$ cat src/rtl/cic_mux_filter_if.sv
// Sequencer-strobe and PCM-stream bundle of cic_mux_filter.
interface cic_mux_filter_if #(
  parameter int CHANNELS       = 8,
  parameter int DATA_WIDTH     = 16,
  parameter int CHANNELS_WIDTH = $clog2(CHANNELS)
);
  // pcm_valid is a one-cycle strobe with no ready: pcm_data, pcm_channel and
  // cic_finish are meaningful only while pcm_valid=1 and must be taken then.
  logic [CHANNELS-1:0]       pdm_data;
  logic                      read_enable;
  logic                      integrator_enable;
  logic                      comb_enable;
  logic [CHANNELS_WIDTH-1:0] channel;
  logic                      cic_finish;
  logic [DATA_WIDTH-1:0]     pcm_data;
  logic [CHANNELS_WIDTH-1:0] pcm_channel;
  logic                      pcm_valid;
  logic                      dbg_phase;

  modport master (
    output pdm_data, read_enable, integrator_enable, comb_enable,
    input  channel, cic_finish, pcm_data, pcm_channel, pcm_valid, dbg_phase
  );

  modport slave (
    input  pdm_data, read_enable, integrator_enable, comb_enable,
    output channel, cic_finish, pcm_data, pcm_channel, pcm_valid, dbg_phase
  );
endinterface

$ cat src/rtl/cic_mux_filter.sv
// Time-multiplexed CIC decimator: one integrator/comb engine shared by all channels.
// Define CIC_SATURATE_EN to clamp the output instead of wrapping it to DATA_WIDTH.
module cic_mux_filter #(
  parameter int CHANNELS       = 8,
  parameter int DATA_WIDTH     = 16,
  parameter int STAGES         = 3,
  parameter int ACC_WIDTH      = 26,
  parameter int OUT_SHIFT      = 10,
  parameter int CHANNELS_WIDTH = $clog2(CHANNELS)
) (
  input logic             clk,
  input logic             resetn,
  cic_mux_filter_if.slave bus
);
  typedef enum logic {PH_COMPUTE = 1'b0, PH_HOLD = 1'b1} phase_t;
  typedef logic signed [ACC_WIDTH-1:0] acc_t;

  phase_t                    phase, phase_next;
  acc_t                      integ   [STAGES][CHANNELS];
  acc_t                      comb_d  [STAGES][CHANNELS];
  acc_t                      int_res [STAGES];
  logic [CHANNELS-1:0]       pdm_q;
  logic                      comb_pass;
  logic [CHANNELS_WIDTH-1:0] channel;
  logic [DATA_WIDTH-1:0]     pcm_data;
  logic [CHANNELS_WIDTH-1:0] pcm_channel;
  logic                      pcm_valid;
  logic                      cic_finish;

  logic                      compute_en, hold_en, last_ch;
  acc_t                      x;
  acc_t                      int_calc [STAGES];
  acc_t                      comb_in  [STAGES];
  acc_t                      comb_out [STAGES];
  acc_t                      shifted;
  logic [DATA_WIDTH-1:0]     narrowed;

`ifdef CIC_SATURATE_EN
  localparam int WW = (ACC_WIDTH > DATA_WIDTH) ? ACC_WIDTH : DATA_WIDTH;
  localparam logic signed [WW-1:0] SAT_MAX = WW'((2 ** (DATA_WIDTH - 1)) - 1);
  localparam logic signed [WW-1:0] SAT_MIN = -SAT_MAX - WW'(1);
  logic signed [WW-1:0] wide;
`endif

  assign last_ch = (channel == CHANNELS_WIDTH'(CHANNELS - 1));

  // A read strobe or a dropped integrator_enable always returns to COMPUTE.
  always_comb begin
    phase_next = phase;
    compute_en = 1'b0;
    hold_en    = 1'b0;
    if (bus.read_enable || !bus.integrator_enable) begin
      phase_next = PH_COMPUTE;
    end else begin
      case (phase)
        PH_COMPUTE: begin
          compute_en = 1'b1;
          phase_next = PH_HOLD;
        end
        default: begin
          hold_en    = 1'b1;
          phase_next = PH_COMPUTE;
        end
      endcase
    end
  end

  always_comb begin
    x = pdm_q[channel] ? acc_t'(1) : acc_t'(-1);
    int_calc[0] = integ[0][channel] + x;
    for (int s = 1; s < STAGES; s++) int_calc[s] = integ[s][channel] + int_calc[s-1];
    comb_in[0]  = int_res[STAGES-1];
    comb_out[0] = comb_in[0] - comb_d[0][channel];
    for (int s = 1; s < STAGES; s++) begin
      comb_in[s]  = comb_out[s-1];
      comb_out[s] = comb_in[s] - comb_d[s][channel];
    end
    shifted = comb_out[STAGES-1] >>> OUT_SHIFT;
`ifdef CIC_SATURATE_EN
    wide = WW'(shifted);
    if (wide > SAT_MAX)      narrowed = SAT_MAX[DATA_WIDTH-1:0];
    else if (wide < SAT_MIN) narrowed = SAT_MIN[DATA_WIDTH-1:0];
    else                     narrowed = DATA_WIDTH'(wide);
`else
    narrowed = DATA_WIDTH'(shifted);
`endif
  end

  always_ff @(posedge clk) begin
    if (resetn) begin
      phase       <= PH_COMPUTE;
      channel     <= '0;
      pdm_q       <= '0;
      comb_pass   <= 1'b0;
      pcm_data    <= '0;
      pcm_channel <= '0;
      pcm_valid   <= 1'b0;
      cic_finish  <= 1'b0;
      for (int s = 0; s < STAGES; s++) begin
        int_res[s] <= '0;
        for (int c = 0; c < CHANNELS; c++) begin
          integ[s][c]  <= '0;
          comb_d[s][c] <= '0;
        end
      end
    end else begin
      phase      <= phase_next;
      pcm_valid  <= 1'b0;
      cic_finish <= 1'b0;
      if (bus.read_enable) begin
        pdm_q     <= bus.pdm_data;
        comb_pass <= bus.comb_enable;
        channel   <= '0;
      end else if (!bus.integrator_enable) begin
        channel <= '0;
      end else if (compute_en) begin
        int_res <= int_calc;
      end else if (hold_en) begin
        for (int s = 0; s < STAGES; s++) integ[s][channel] <= int_res[s];
        if (comb_pass) begin
          for (int s = 0; s < STAGES; s++) comb_d[s][channel] <= comb_in[s];
          pcm_data    <= narrowed;
          pcm_channel <= channel;
          pcm_valid   <= 1'b1;
          cic_finish  <= last_ch;
        end
        channel <= last_ch ? '0 : channel + 1'b1;
      end
    end
  end

  assign bus.channel     = channel;
  assign bus.dbg_phase   = phase;
  assign bus.pcm_data    = pcm_data;
  assign bus.pcm_channel = pcm_channel;
  assign bus.pcm_valid   = pcm_valid;
  assign bus.cic_finish  = cic_finish;
endmodule

$ cat src/flat_wrapper.sv
// flat-port wrapper written by rule: the top's interface ports become plain ports
module cic_mux_filter_flat 
#(
  parameter int CHANNELS       = 8,
  parameter int DATA_WIDTH     = 16,
  parameter int STAGES         = 3,
  parameter int ACC_WIDTH      = 26,
  parameter int OUT_SHIFT      = 10,
  parameter int CHANNELS_WIDTH = $clog2(CHANNELS)
)
  (clk, resetn, bus_pdm_data, bus_read_enable, bus_integrator_enable, bus_comb_enable, bus_channel, bus_cic_finish, bus_pcm_data, bus_pcm_channel, bus_pcm_valid, bus_dbg_phase);
  cic_mux_filter_if #(.CHANNELS(CHANNELS), .DATA_WIDTH(DATA_WIDTH), .CHANNELS_WIDTH(CHANNELS_WIDTH)) bus_i ();
  input logic clk;
  input logic resetn;
  input wire logic [$bits(bus_i.pdm_data)-1:0] bus_pdm_data;
  input wire logic [$bits(bus_i.read_enable)-1:0] bus_read_enable;
  input wire logic [$bits(bus_i.integrator_enable)-1:0] bus_integrator_enable;
  input wire logic [$bits(bus_i.comb_enable)-1:0] bus_comb_enable;
  output wire logic [$bits(bus_i.channel)-1:0] bus_channel;
  output wire logic [$bits(bus_i.cic_finish)-1:0] bus_cic_finish;
  output wire logic [$bits(bus_i.pcm_data)-1:0] bus_pcm_data;
  output wire logic [$bits(bus_i.pcm_channel)-1:0] bus_pcm_channel;
  output wire logic [$bits(bus_i.pcm_valid)-1:0] bus_pcm_valid;
  output wire logic [$bits(bus_i.dbg_phase)-1:0] bus_dbg_phase;
  assign bus_i.pdm_data = bus_pdm_data;
  assign bus_i.read_enable = bus_read_enable;
  assign bus_i.integrator_enable = bus_integrator_enable;
  assign bus_i.comb_enable = bus_comb_enable;
  assign bus_channel = bus_i.channel;
  assign bus_cic_finish = bus_i.cic_finish;
  assign bus_pcm_data = bus_i.pcm_data;
  assign bus_pcm_channel = bus_i.pcm_channel;
  assign bus_pcm_valid = bus_i.pcm_valid;
  assign bus_dbg_phase = bus_i.dbg_phase;
  cic_mux_filter #(.CHANNELS(CHANNELS), .DATA_WIDTH(DATA_WIDTH), .STAGES(STAGES), .ACC_WIDTH(ACC_WIDTH), .OUT_SHIFT(OUT_SHIFT), .CHANNELS_WIDTH(CHANNELS_WIDTH)) u_core (.clk(clk), .resetn(resetn), .bus(bus_i));
endmodule
$ cat config.mk
export PLATFORM = sky130hd
export DESIGN_NAME = cic_mux_filter_flat
export DESIGN_NICKNAME = d
export VERILOG_FILES = /design/src/rtl/cic_mux_filter_if.sv /design/src/rtl/cic_mux_filter.sv /design/src/flat_wrapper.sv
export SDC_FILE = /design/constraint.sdc
export NUM_CORES = 2
export LEC_CHECK = 0
export CAP_MARGIN = 20
export CORE_UTILIZATION = 60
export DETAILED_ROUTE_END_ITERATION = 8
export PLACE_DENSITY_LB_ADDON = 0.2
export SYNTH_ARGS = -nofsm -noshare
export SYNTH_HDL_FRONTEND = slang
export SYNTH_SLANG_ARGS = --single-unit
$ cat constraint.sdc
create_clock -name clk -period 9.4 [get_ports clk]
set_clock_uncertainty 0.1 [all_clocks]
set_input_delay 2.82 -clock clk [delete_from_list [all_inputs] [get_ports clk]]
set_output_delay 2.82 -clock clk [all_outputs]
set_load 0.02 [all_outputs]
==> results <==
- Pin placement for this block handled 38 I/O pins.
- The most repeated library cell on the critical path is sky130_fd_sc_hd__a21oi_1.
- Counting every instance in the synthesized netlist gives 5031.
- For the pin with the worst max-slew slack, the measured transition is 1.145 ns.
- The path type of the worst min-delay path is reg2reg.
- Measured against its own limit, the worst slew margin works out to 0.2370.
- The final layout contains 5170 nets.
- The die width is 324.9 um.
- The residual DRC count is 0.
- For this run, the leading register cell type out of synthesis is sky130_fd_sc_hd__edfxtp_1.
- Routability-driven placement finished with a final weighted congestion of 0.9110.
- The share of total power dissipated in combinational logic is 0.245.
- The required arrival time at the worst endpoint is 9.93 ns.
- For this block, the routed nets add up to 186100 um of wire.
- The number of DRC violations after detailed-routing iteration 0 is 5396.
- In this run the remaining antenna-violating nets after routing total 0.
- The starting density of the core is 0.6045.
- Using the TritonRoute via totals, the vias-per-cell ratio works out to 6.695.
- Of the cells placed in the final design, the portion with a size suffix greater than 1 is 0.08917.
- Setup violations remaining at the end of the flow were counted as 0.
- The leading cell type in the layout, fill and taps excluded is sky130_fd_sc_hd__edfxtp_1.
- The routed length per instance is 28.65 um.
- During synthesis, Yosys emitted a total of 0 warnings.
- The combined area of the multi-input logic cells is 21330 sq um.
- The number of setup buffers added after CTS is 0.
- The area of the die is 105600 sq um.
- The share of synthesized registers carrying an async set or reset is 0.
- The part of the total power dissipated in the clock network is 0.338.
- The share of the Yosys chip area taken by registers is 0.6348.
- The longest individual stage delay on the worst path is 0.65 ns.
- The static leakage power is 26.63 nW.
- The final number of hold-violating endpoints is 0.
- The routed via count is 43.48k.
- The type of element capturing the critical path is a flop.
- Fill cells in the final layout number 7422.
- The H-tree depth is 4.
- The cell area power density is 242.3 nW/um^2.
- The clock sink total is 1360.
- The critical path class is reg2reg.
- At the later pin of the worst-skew pair, clock insertion delay measures 0.76 ns.
- The post-synth net total is 5198.
- Setup repair after global routing left no endpoint under its margin.
- The worst-case IR drop observed on VDD is 0.1900 mV.
- The root buffer cell is sky130_fd_sc_hd__clkbuf_16.
- The total of max-cap violations is 0.
- The core area is 103500 sq um.
- The number of synthesized register bits is 1360.
- The initial antenna violation count is 1.
- The clock transition time at the flip-flop clock pins of the worst setup and hold paths is 0.06 ns.
- STA puts the critical path data arrival time at 9.38 ns.
- The number of antenna diodes in the final layout is 0.
- In the layout the commonest cells are sky130_fd_sc_hd__edfxtp_1, sky130_fd_sc_hd__and2_1, sky130_fd_sc_hd__nor2_1.
- Adding up every negative setup slack in the final design gives 0 ns.
- Of the total power, registers draw 0.418.
- Dividing the final minimum period by the clock period gives 0.9416.
- The overall global routing resource usage is 0.3480.
- The standard cell area after detailed placement is 64710 sq um.
- In this run, CTS created clock tree buffers numbering 143.
- Counting along the longest clock path gives a buffer depth of 3.
- The number of slew-limit violations in the final report is 0.
- Yosys mapped a number of flops with a built-in enable equal to 1248.
- The first global-routing pass estimated 273600 um of wire.
- The floorplan has 118 rows.
- The CTS tree is built.
- Input and output buffers added on the ports amount to 37.
- The net load switching power is 0.005218 W.
- STA classifies the critical path startpoint as a flop.
- The synthesized cell area is 62570 sq um.
- The total area of sequential cells is 39730 sq um.
- For this run, the detailed router's first-pass iteration total came to 6.
- The synthesis-to-finish area growth is 10.99%.
- The internal power is 0.01161 W.
- Dividing the synthesized area by the synthesized cell count gives 12.44 sq um.
- Entering global routing, the biggest net connects 119 pins.
- The via count of the first global-routing pass is 42.68k.
- The flow ran to the end, and the final reports show no timing, DRC or antenna violations.
- The final period demand of the worst path is 8.851 ns.
- Of the total power, the share spent switching nets is 0.3101.
- After global routing the overflow that remains totals 0.
- Derived from the worst setup path, the maximum achievable clock frequency is 113.0 MHz.
- The HPWL after detailed placement is 105400 um.
- Synthesis instantiated 94 different standard cells from the library.
- On the critical path, the stage with the largest delay is an instance of sky130_fd_sc_hd__xnor2_1.
- The biggest fanout along the worst timing path is 25.
- The number of buffers and inverters on the critical path is 5.
- With fillers left out, the area of the finished cells amounts to 69440 sq um.
- The die height is 324.9 um.
- Broken down by cell family, the worst path's largest delay share belongs to compound AO/OA/AOI/OAI gates.
- The tightest hold path in the finished design has a slack of 0.3551 ns.
-- state kept, by name (all words and copies together), names as in the netlist, 3 cells and up --
name,flops
u_core.bus.channel,3
u_core.bus.pcm_channel,3
u_core.bus.pcm_data,16
u_core.comb_d,624
u_core.comb_in,26
u_core.int_res,52
u_core.integ,624
u_core.pdm_q,8
-- metrics by stage --
| stage | setup WS [ns] | total power [W] | instances | util |
|---|---|---|---|---|
| finish | 0.5487 | 0.01683 | 6494 | 0.6710 |
| global route | 0.1663 | 0.01738 | 6494 | 0.6710 |
| floorplan | 0.8970 | 0.009913 | 5031 | - |
| global placement | 0.7907 | 0.01106 | 6236 | 0.6252 |
| CTS | 0.4862 | 0.01674 | 6492 | 0.6703 |
| detailed placement | 0.5430 | 0.01114 | 6236 | 0.6252 |
-- layer usage --
metal  vias up  track usage  wire [um]  share of wire
met4         2       0.1583       8424          0.045
met5         -            0         13       0.000070
met1     21384       0.4573      68920           0.37
li1      18766            -          -              -
met3       460      0.05738      20240           0.11
met2      2864       0.5707      88470           0.48
-- logic make-up after synthesis --
group	share of synthesized area
DFF	0.6348
and+or+nand+nor	0.1550
xor gates and xnor gates	0.02250
buffers and inverters	0.02814
muxes	0.006179
AOI/OAI and AO/OA	0.1220
adders and majority gates	0.03140
-- cells in the mapped netlist, types with 6 or more instances --
cell                          n  share of area
sky130_fd_sc_hd__o21bai_1    11         0.0013
sky130_fd_sc_hd__nand2_1    117         0.0070
sky130_fd_sc_hd__nor2_1     530          0.032
sky130_fd_sc_hd__or2_2       15         0.0015
sky130_fd_sc_hd__xor2_1      56         0.0078
sky130_fd_sc_hd__nand4_1     54         0.0054
sky130_fd_sc_hd__nand3_1     23         0.0018
sky130_fd_sc_hd__clkbuf_1   309          0.019
sky130_fd_sc_hd__a221oi_1    72          0.010
sky130_fd_sc_hd__and3_1     273          0.027
sky130_fd_sc_hd__nor2b_1     24         0.0024
sky130_fd_sc_hd__nor3b_1      8        0.00096
sky130_fd_sc_hd__nand3b_1     9         0.0011
sky130_fd_sc_hd__nor3_1      34         0.0027
sky130_fd_sc_hd__o211ai_1     6        0.00072
sky130_fd_sc_hd__a22o_1     119          0.017
sky130_fd_sc_hd__dfxtp_1    112          0.036
sky130_fd_sc_hd__a22oi_1    312          0.037
sky130_fd_sc_hd__o21ai_0     79         0.0063
sky130_fd_sc_hd__nand2b_1    35         0.0035
sky130_fd_sc_hd__a211oi_1    12         0.0014
sky130_fd_sc_hd__o21a_1      18         0.0022
sky130_fd_sc_hd__buf_1       34         0.0020
sky130_fd_sc_hd__or3_1        7        0.00070
sky130_fd_sc_hd__inv_1       89         0.0053
sky130_fd_sc_hd__mux2i_1     27         0.0043
sky130_fd_sc_hd__a211o_1     10         0.0014
sky130_fd_sc_hd__ha_1       149          0.030
sky130_fd_sc_hd__xnor2_1     86          0.012
sky130_fd_sc_hd__a31oi_1     13         0.0013
sky130_fd_sc_hd__o21ai_1     13         0.0010
sky130_fd_sc_hd__o22ai_1    155          0.015
sky130_fd_sc_hd__and2_1     620          0.062
sky130_fd_sc_hd__buf_2       15         0.0012
sky130_fd_sc_hd__a21oi_1    135          0.011
sky130_fd_sc_hd__nor4_1      38         0.0038
sky130_fd_sc_hd__o31ai_1      7        0.00084
sky130_fd_sc_hd__a21o_1      45         0.0054
sky130_fd_sc_hd__xnor2_2      6         0.0016
sky130_fd_sc_hd__a31o_2       7        0.00098
sky130_fd_sc_hd__edfxtp_1  1248           0.60
-- final cells by class --
class                           instances  area share
Sequential cell                      1360      0.5721
Tap cell                             1380     0.02486
Timing Repair Buffer                  191     0.02364
Clock buffer                          206     0.05892
Inverter                               93    0.005027
Multi-Input combinational cell       3214      0.3072
Clock inverter                         50    0.008288
-- what timing repair did --
item | 4_1_cts | 5_1_grt
resized for setup | 0 | 3
hold buffers | 0 | 0
setup endpoints to repair | 0 | 2
-- worst paths after layout --
path	start	endpoint	slack, ns	cells after the start
setup / recovery	u_core.bus.channel[2]$_SDFFE_PP0P_	u_core.bus.pcm_data[15]$_SDFFE_PP0P_	0.55	34
hold / removal	u_core.bus.pcm_channel[2]$_SDFFE_PP0P_	u_core.bus.pcm_channel[2]$_SDFFE_PP0P_	0.36	2
setup reg to reg	u_core.bus.channel[2]$_SDFFE_PP0P_	u_core.bus.pcm_data[15]$_SDFFE_PP0P_	0.55	34
hold reg to reg	u_core.bus.pcm_channel[2]$_SDFFE_PP0P_	u_core.bus.pcm_channel[2]$_SDFFE_PP0P_	0.36	2
-- power groups by stage --
stage               combinational [W]  clock, W  sequential (W)
global route                  0.00442   0.00590         0.00705
floorplan                     0.00286         0         0.00705
CTS                           0.00403   0.00569         0.00702
finish                        0.00412   0.00568         0.00703
global placement              0.00393         0         0.00714
detailed placement            0.00400         0         0.00715
-- worst reg2reg max path, delay by kind of cell (launching register included) --
family	cells	cell delay (ns)
flops	1	0.55
compound gates	16	3.61
xor+xnor	2	0.80
fa+ha+maj	3	0.91
mux	1	0.24
buf+inv	5	0.94
simple gates	7	1.58
(Power assumes the default switching activity.)
